**src/rtl/audio_sd_dac.sv**
```systemverilog
// Stereo PCM to 1-bit audio: per-channel linear interpolation toward each new
// sample, then a first-order sigma-delta modulator. Soft mute ramps to midscale.
`timescale 1ns/1ps

module audio_sd_dac_ch #(
    parameter int IN_W = 6,
    parameter int F    = 6
) (
    input  logic            clk_sys,
    input  logic            reset_n,
    input  logic            tick,
    input  logic            mute,
    input  logic [IN_W-1:0] audio,
    output logic            dac
);

    localparam int N = IN_W + F;
    localparam logic [IN_W-1:0] MID = IN_W'(1) << (IN_W - 1);

    logic [IN_W-1:0]        tgt;
    logic [IN_W-1:0]        nxt;
    logic [N-1:0]           cur;
    logic [N-1:0]           acc;
    logic signed [IN_W:0]   delta;
    logic [N-1:0]           dext;
    logic [N:0]             sum;

    assign nxt  = mute ? MID : audio;
    assign dext = {{F{delta[IN_W]}}, delta[IN_W-1:0]};
    assign sum  = {1'b0, acc} + {1'b0, cur};

    // cur snaps to the previous target on every tick so ramp error never accumulates
    always_ff @(posedge clk_sys or negedge reset_n) begin
        if (!reset_n) begin
            tgt   <= '0;
            cur   <= '0;
            delta <= '0;
            acc   <= '0;
            dac   <= 1'b0;
        end else begin
            acc <= sum[N-1:0];
            dac <= sum[N];
            if (tick) begin
                tgt   <= nxt;
                cur   <= {tgt, {F{1'b0}}};
                delta <= {1'b0, nxt} - {1'b0, tgt};
            end else begin
                cur <= cur + dext;
            end
        end
    end

endmodule

module audio_sd_dac #(
    parameter int IN_W    = 6,
    parameter int UPD_DIV = 64
) (
    input  logic            clk_sys,
    input  logic            reset_n,
    input  logic [IN_W-1:0] audio_l,
    input  logic [IN_W-1:0] audio_r,
    input  logic            mute,
    output logic            dac_l,
    output logic            dac_r
);

    localparam int F = $clog2(UPD_DIV);

    logic [F-1:0] cnt;
    logic         tick;

    assign tick = (cnt == F'(UPD_DIV - 1));

    always_ff @(posedge clk_sys or negedge reset_n) begin
        if (!reset_n) begin
            cnt <= '0;
        end else begin
            cnt <= cnt + F'(1);
        end
    end

    audio_sd_dac_ch #(
        .IN_W (IN_W),
        .F    (F)
    ) u_l (
        .clk_sys (clk_sys),
        .reset_n (reset_n),
        .tick    (tick),
        .mute    (mute),
        .audio   (audio_l),
        .dac     (dac_l)
    );

    audio_sd_dac_ch #(
        .IN_W (IN_W),
        .F    (F)
    ) u_r (
        .clk_sys (clk_sys),
        .reset_n (reset_n),
        .tick    (tick),
        .mute    (mute),
        .audio   (audio_r),
        .dac     (dac_r)
    );

endmodule
```
**config.mk**
```make
export PLATFORM = sky130hd
export DESIGN_NAME = audio_sd_dac
export DESIGN_NICKNAME = d
export VERILOG_FILES = /design/src/rtl/audio_sd_dac.sv
export SDC_FILE = /design/constraint.sdc
export NUM_CORES = 1
export LEC_CHECK = 0
export CELL_PAD_IN_SITES_DETAIL_PLACEMENT = 1
export CELL_PAD_IN_SITES_GLOBAL_PLACEMENT = 1
export CORE_UTILIZATION = 35
export DETAILED_ROUTE_END_ITERATION = 8
export GPL_ROUTABILITY_DRIVEN = 0
export PLACE_DENSITY = 0.72
export SKIP_LAST_GASP = 1
export SLEW_MARGIN = 15
export SYNTH_ARGS = -nofsm -noshare
export SYNTH_HDL_FRONTEND = slang
export SYNTH_HIERARCHICAL = 1
export SYNTH_SLANG_ARGS = --single-unit
```
**constraint.sdc**
```tcl
create_clock -name clk_sys -period 4.1 [get_ports clk_sys]
set_clock_uncertainty 0.05 [all_clocks]
set_input_delay 0.615 -clock clk_sys [delete_from_list [all_inputs] [get_ports clk_sys]]
set_output_delay 0.615 -clock clk_sys [all_outputs]
set_load 0.01 [all_outputs]
```
==> summary.json <==
{
  "number_of_warnings_issued_by_yosys": {"value": 6},
  "detailedRoute.firstPassIterationCount": {"value": 4},
  "antenna_found_initial": {"value": 0},
  "report.final.hold_viol_count": {"value": 0},
  "ir_worst_vdd": {"value": 0.227, "unit": "mV"},
  "setup_viol": {"value": 0},
  "synthesized_instance_count": {"value": 542},
  "antenna_cells": {"value": 0},
  "grt_max_degree": {"value": 55},
  "fmaxAchievable": {"value": 374, "unit": "MHz"},
  "placement.io_buffers": {"value": 16},
  "chipHeight": {"value": 124, "unit": "µm"},
  "final.hold.worst_slack": {"value": 0.289, "unit": "ns"},
  "filler_cell_count": {"value": 1637},
  "fp.dieArea": {"value": 0.0155, "unit": "mm²"},
  "worst_r2r_endpoint": {"value": "u_r/delta[5]"},
  "routed-via-count": {"value": 4081},
  "fin_nets": {"value": 634},
  "share_of_the_yosys_chip_area_belonging_to_registers": {"value": 39.2, "unit": "%"},
  "worstReg2RegStart": {"value": "cnt[0]"},
  "core.rowCount": {"value": 44},
  "max-clock-path-buffers": {"value": 2},
  "period_needed": {"value": 2.68, "unit": "ns"},
  "chipWidth": {"value": 124, "unit": "µm"},
  "rsz0062_at_grt": {"value": "no"},
  "area_growth": {"value": 11.7, "unit": "%"},
  "setup.worst_path.start": {"value": "cnt[0]"},
  "final_layout_size_suffix_gt1_share": {"value": 6.08, "unit": "%"},
  "endpoint_kind": {"value": "flip-flop"},
  "pin_count": {"value": 17},
  "cp_data_arrival_time": {"value": 2.89, "unit": "ns"},
  "setup.worst_path.start_class": {"value": "flip-flop"},
  "cpMostUsedCell": {"value": "sky130_fd_sc_hd__or3_1"},
  "post_cts_resized": {"value": 0},
  "htreeDepth": {"value": 3},
  "number_of_global_route_vias_before_repair": {"value": 4330},
  "setup.reg_to_reg.worst_slack": {"value": 1.42, "unit": "ns"},
  "grt_pass1_wl": {"value": 21000, "unit": "µm"},
  "clock_sink_count": {"value": 82},
  "syn_nets": {"value": 622},
  "hpwlAfterDp": {"value": 9100, "unit": "µm"},
  "cp_cell_sequence": {"value": "ha_1 -> and3_2 -> inv_1 -> or3_1 -> or3_1 -> nand4_1"},
  "r2r_cells": {"value": 6},
  "tritoncts.num_buffers": {"value": 9},
  "drtAntennaViolNets": {"value": 0},
  "drt-vias-per-instance": {"value": 5.49},
  "clockRootBuffer": {"value": "sky130_fd_sc_hd__clkbuf_16"},
  "synthDistinctLibCells": {"value": 50},
  "route.final.wire_length": {"value": 12200, "unit": "µm"},
  "cts.reportedPaths.clkPinSlew": {"value": 0.06, "unit": "ns"},
  "initial_utilization": {"value": 35.9, "unit": "%"},
  "lkg_pwr": {"value": 2.58, "unit": "nW"},
  "synth_edf_count": {"value": 0},
  "relSlewSlack": {"value": 52.5, "unit": "%"},
  "timing_worst_setup_path_type": {"value": "flip-flop to flip-flop"},
  "post-route-drc-count": {"value": 0},
  "setup_total_negative_slack": {"value": 0, "unit": "ns"},
  "postCtsHoldBufs": {"value": 0},
  "holdCritPathClass": {"value": "input port to asynchronous set/reset pin"},
  "worstPathMaxFanout": {"value": 34},
  "ys.flop_type": {"value": "sky130_fd_sc_hd__dfrtp_1"},
  "final_min_period_over_clock_period": {"value": 65.3, "unit": "%"},
  "timing.final.max_slew_violations": {"value": 0},
  "mappedNetlistArea": {"value": 0.00524, "unit": "mm²"},
  "average_instance_area_after_synthesis": {"value": 9.66, "unit": "µm²"},
  "maxCapViolations": {"value": 0},
  "outcome": {"value": "finished, final reports clean"},
  "worst_slew_pin_slew": {"value": 0.712, "unit": "ns"},
  "track_usage": {"value": 16.6, "unit": "%"},
  "async_reset_ff_share": {"value": 100, "unit": "%"},
  "route.detailed.wl_per_inst": {"value": 16.5, "unit": "µm"},
  "critical-path-slowest-cell": {"value": "sky130_fd_sc_hd__and3_2"},
  "detail_route.iter0.violations": {"value": 106},
  "yosys_register_bits": {"value": 82},
  "tritoncts": {"value": "yes"},
  "required": {"value": 4.31, "unit": "ns"},
  "clk_latency_worst_skew_pair": {"value": 0.34, "unit": "ns"},
  "cts_post_setup_buffers_inserted": {"value": 0},
  "design.core.area": {"value": 0.0146, "unit": "mm²"},
  "largest_incremental_delay_on_the_critical_path": {"value": 0.60, "unit": "ns"},
  "globalRouteOverflowTotal": {"value": 0},
  "powerDensity": {"value": 691, "unit": "mW/mm²"}
}
-- sequential cells by signal (all words and copies together) (netlist names) --
| signal | cells |
|---|---|
| u_l/acc | 12 |
| u_l/cur | 12 |
| u_r/acc | 12 |
| u_r/cur | 12 |
| u_l/delta | 7 |
| u_r/delta | 7 |
| cnt | 6 |
| u_l/tgt | 6 |
| u_r/tgt | 6 |
| u_l/dac | 1 |
| u_r/dac | 1 |
-- cells in the mapped netlist (5+ instances only) --
library cell	count	area share [%]
sky130_fd_sc_hd__or3_1	5	0.60
sky130_fd_sc_hd__nand4_1	6	0.72
sky130_fd_sc_hd__a21oi_1	26	2.5
sky130_fd_sc_hd__a31oi_1	8	0.96
sky130_fd_sc_hd__fa_1	6	2.3
sky130_fd_sc_hd__dfrtp_1	82	39
sky130_fd_sc_hd__clkbuf_1	17	1.2
sky130_fd_sc_hd__nand2b_1	6	0.72
sky130_fd_sc_hd__o21ai_0	53	5.1
sky130_fd_sc_hd__nand2_1	40	2.9
sky130_fd_sc_hd__xnor2_1	18	3.0
sky130_fd_sc_hd__a21o_1	15	2.2
sky130_fd_sc_hd__nor2b_1	14	1.7
sky130_fd_sc_hd__nor2_1	29	2.1
sky130_fd_sc_hd__nor3_1	9	0.86
sky130_fd_sc_hd__inv_1	30	2.2
sky130_fd_sc_hd__ha_1	59	14
sky130_fd_sc_hd__xor2_1	17	2.8
sky130_fd_sc_hd__nor3b_1	6	0.86
sky130_fd_sc_hd__a211oi_1	12	1.7
sky130_fd_sc_hd__nand3_1	19	1.8
sky130_fd_sc_hd__nor4_1	5	0.60
-- cells by family (layout without fill, tap and decap cells) --
logic type	Yosys count	count (layout)	share of synthesized area (%)
mux	2	2	0.430
compound gates	155	155	19.5
simple gates	156	156	15.3
fa+ha+maj	65	65	16.4
buf+inv	47	64	3.37
flops	82	82	39.2
xor+xnor	35	35	5.85
-- layout make-up --
| class | instances | area [µm²] | area share (%) |
|---|---|---|---|
| Clock buffer | 11 | 243 | 4.15 |
| Clock inverter | 5 | 30.0 | 0.513 |
| Inverter | 30 | 113 | 1.93 |
| Multi-Input combinational cell | 413 | 3010 | 51.4 |
| Sequential cell | 82 | 2050 | 35.1 |
| Tap cell | 184 | 230 | 3.94 |
| Timing Repair Buffer | 18 | 173 | 2.95 |
-- routing by layer --
layer	wire [µm]	global-route usage, %	vias to the layer above
li1	-	-	2005
met1	5990	22.2	2025
met2	5840	27.6	33
met3	179	1.68	18
met4	218	6.38	0
met5	0	0	-
-- worst max-delay path, delay by kind of cell, from the launching register on --
kind / cells / cell delay [ns]
buffers and inverters: 1 / 0.51
adders and majority gates: 1 / 0.22
DFF: 1 / 0.39
and+or+nand+nor: 4 / 1.43
-- per-stage QoR --
stage               area [µm²]  instances  setup slack, ns  util [%]  power [mW]
floorplan                 5240        542             1.99         -        2.78
global placement          5580        727             1.21      38.2        3.16
detailed placement        5580        727             1.07      38.2        3.29
CTS                       5850        743             1.40      40.1        4.08
global route              5850        743             1.21      40.1        4.38
finish                    5850        743             1.42      40.1        4.04
-- worst max path at each step --
| stage | end | slack [ns] | depth (start not counted) |
|---|---|---|---|
| 3_5_place_dp | u_l/delta[6] | 1.07 | 9 |
| 2_1_floorplan | u_l/delta[6] | 1.99 | 8 |
| 3_3_place_gp | u_l/delta[6] | 1.21 | 9 |
| 6_report | u_r/delta[5] | 1.42 | 6 |
| 5_1_grt | u_r/delta[5] | 1.21 | 6 |
| 4_1_cts | u_r/delta[5] | 1.40 | 6 |
-- layout by cell type (no fill, tap or decap), drive strengths merged, types with 16 or more instances in the layout --
cell,synthesis,final
dfrtp,82,82
ha,59,59
o21ai,55,55
nand2,40,40
inv,30,30
nor2,29,29
a21oi,26,26
nand3,19,19
xnor2,18,18
xor2,17,17
a211oi,16,16
-- where the power goes --
part           total, mW  switching, mW  internal, mW
sequential          1.14          0.114          1.02
combinational       2.16           1.22         0.934
clock              0.753          0.329         0.424
(Power assumes the default switching activity.)
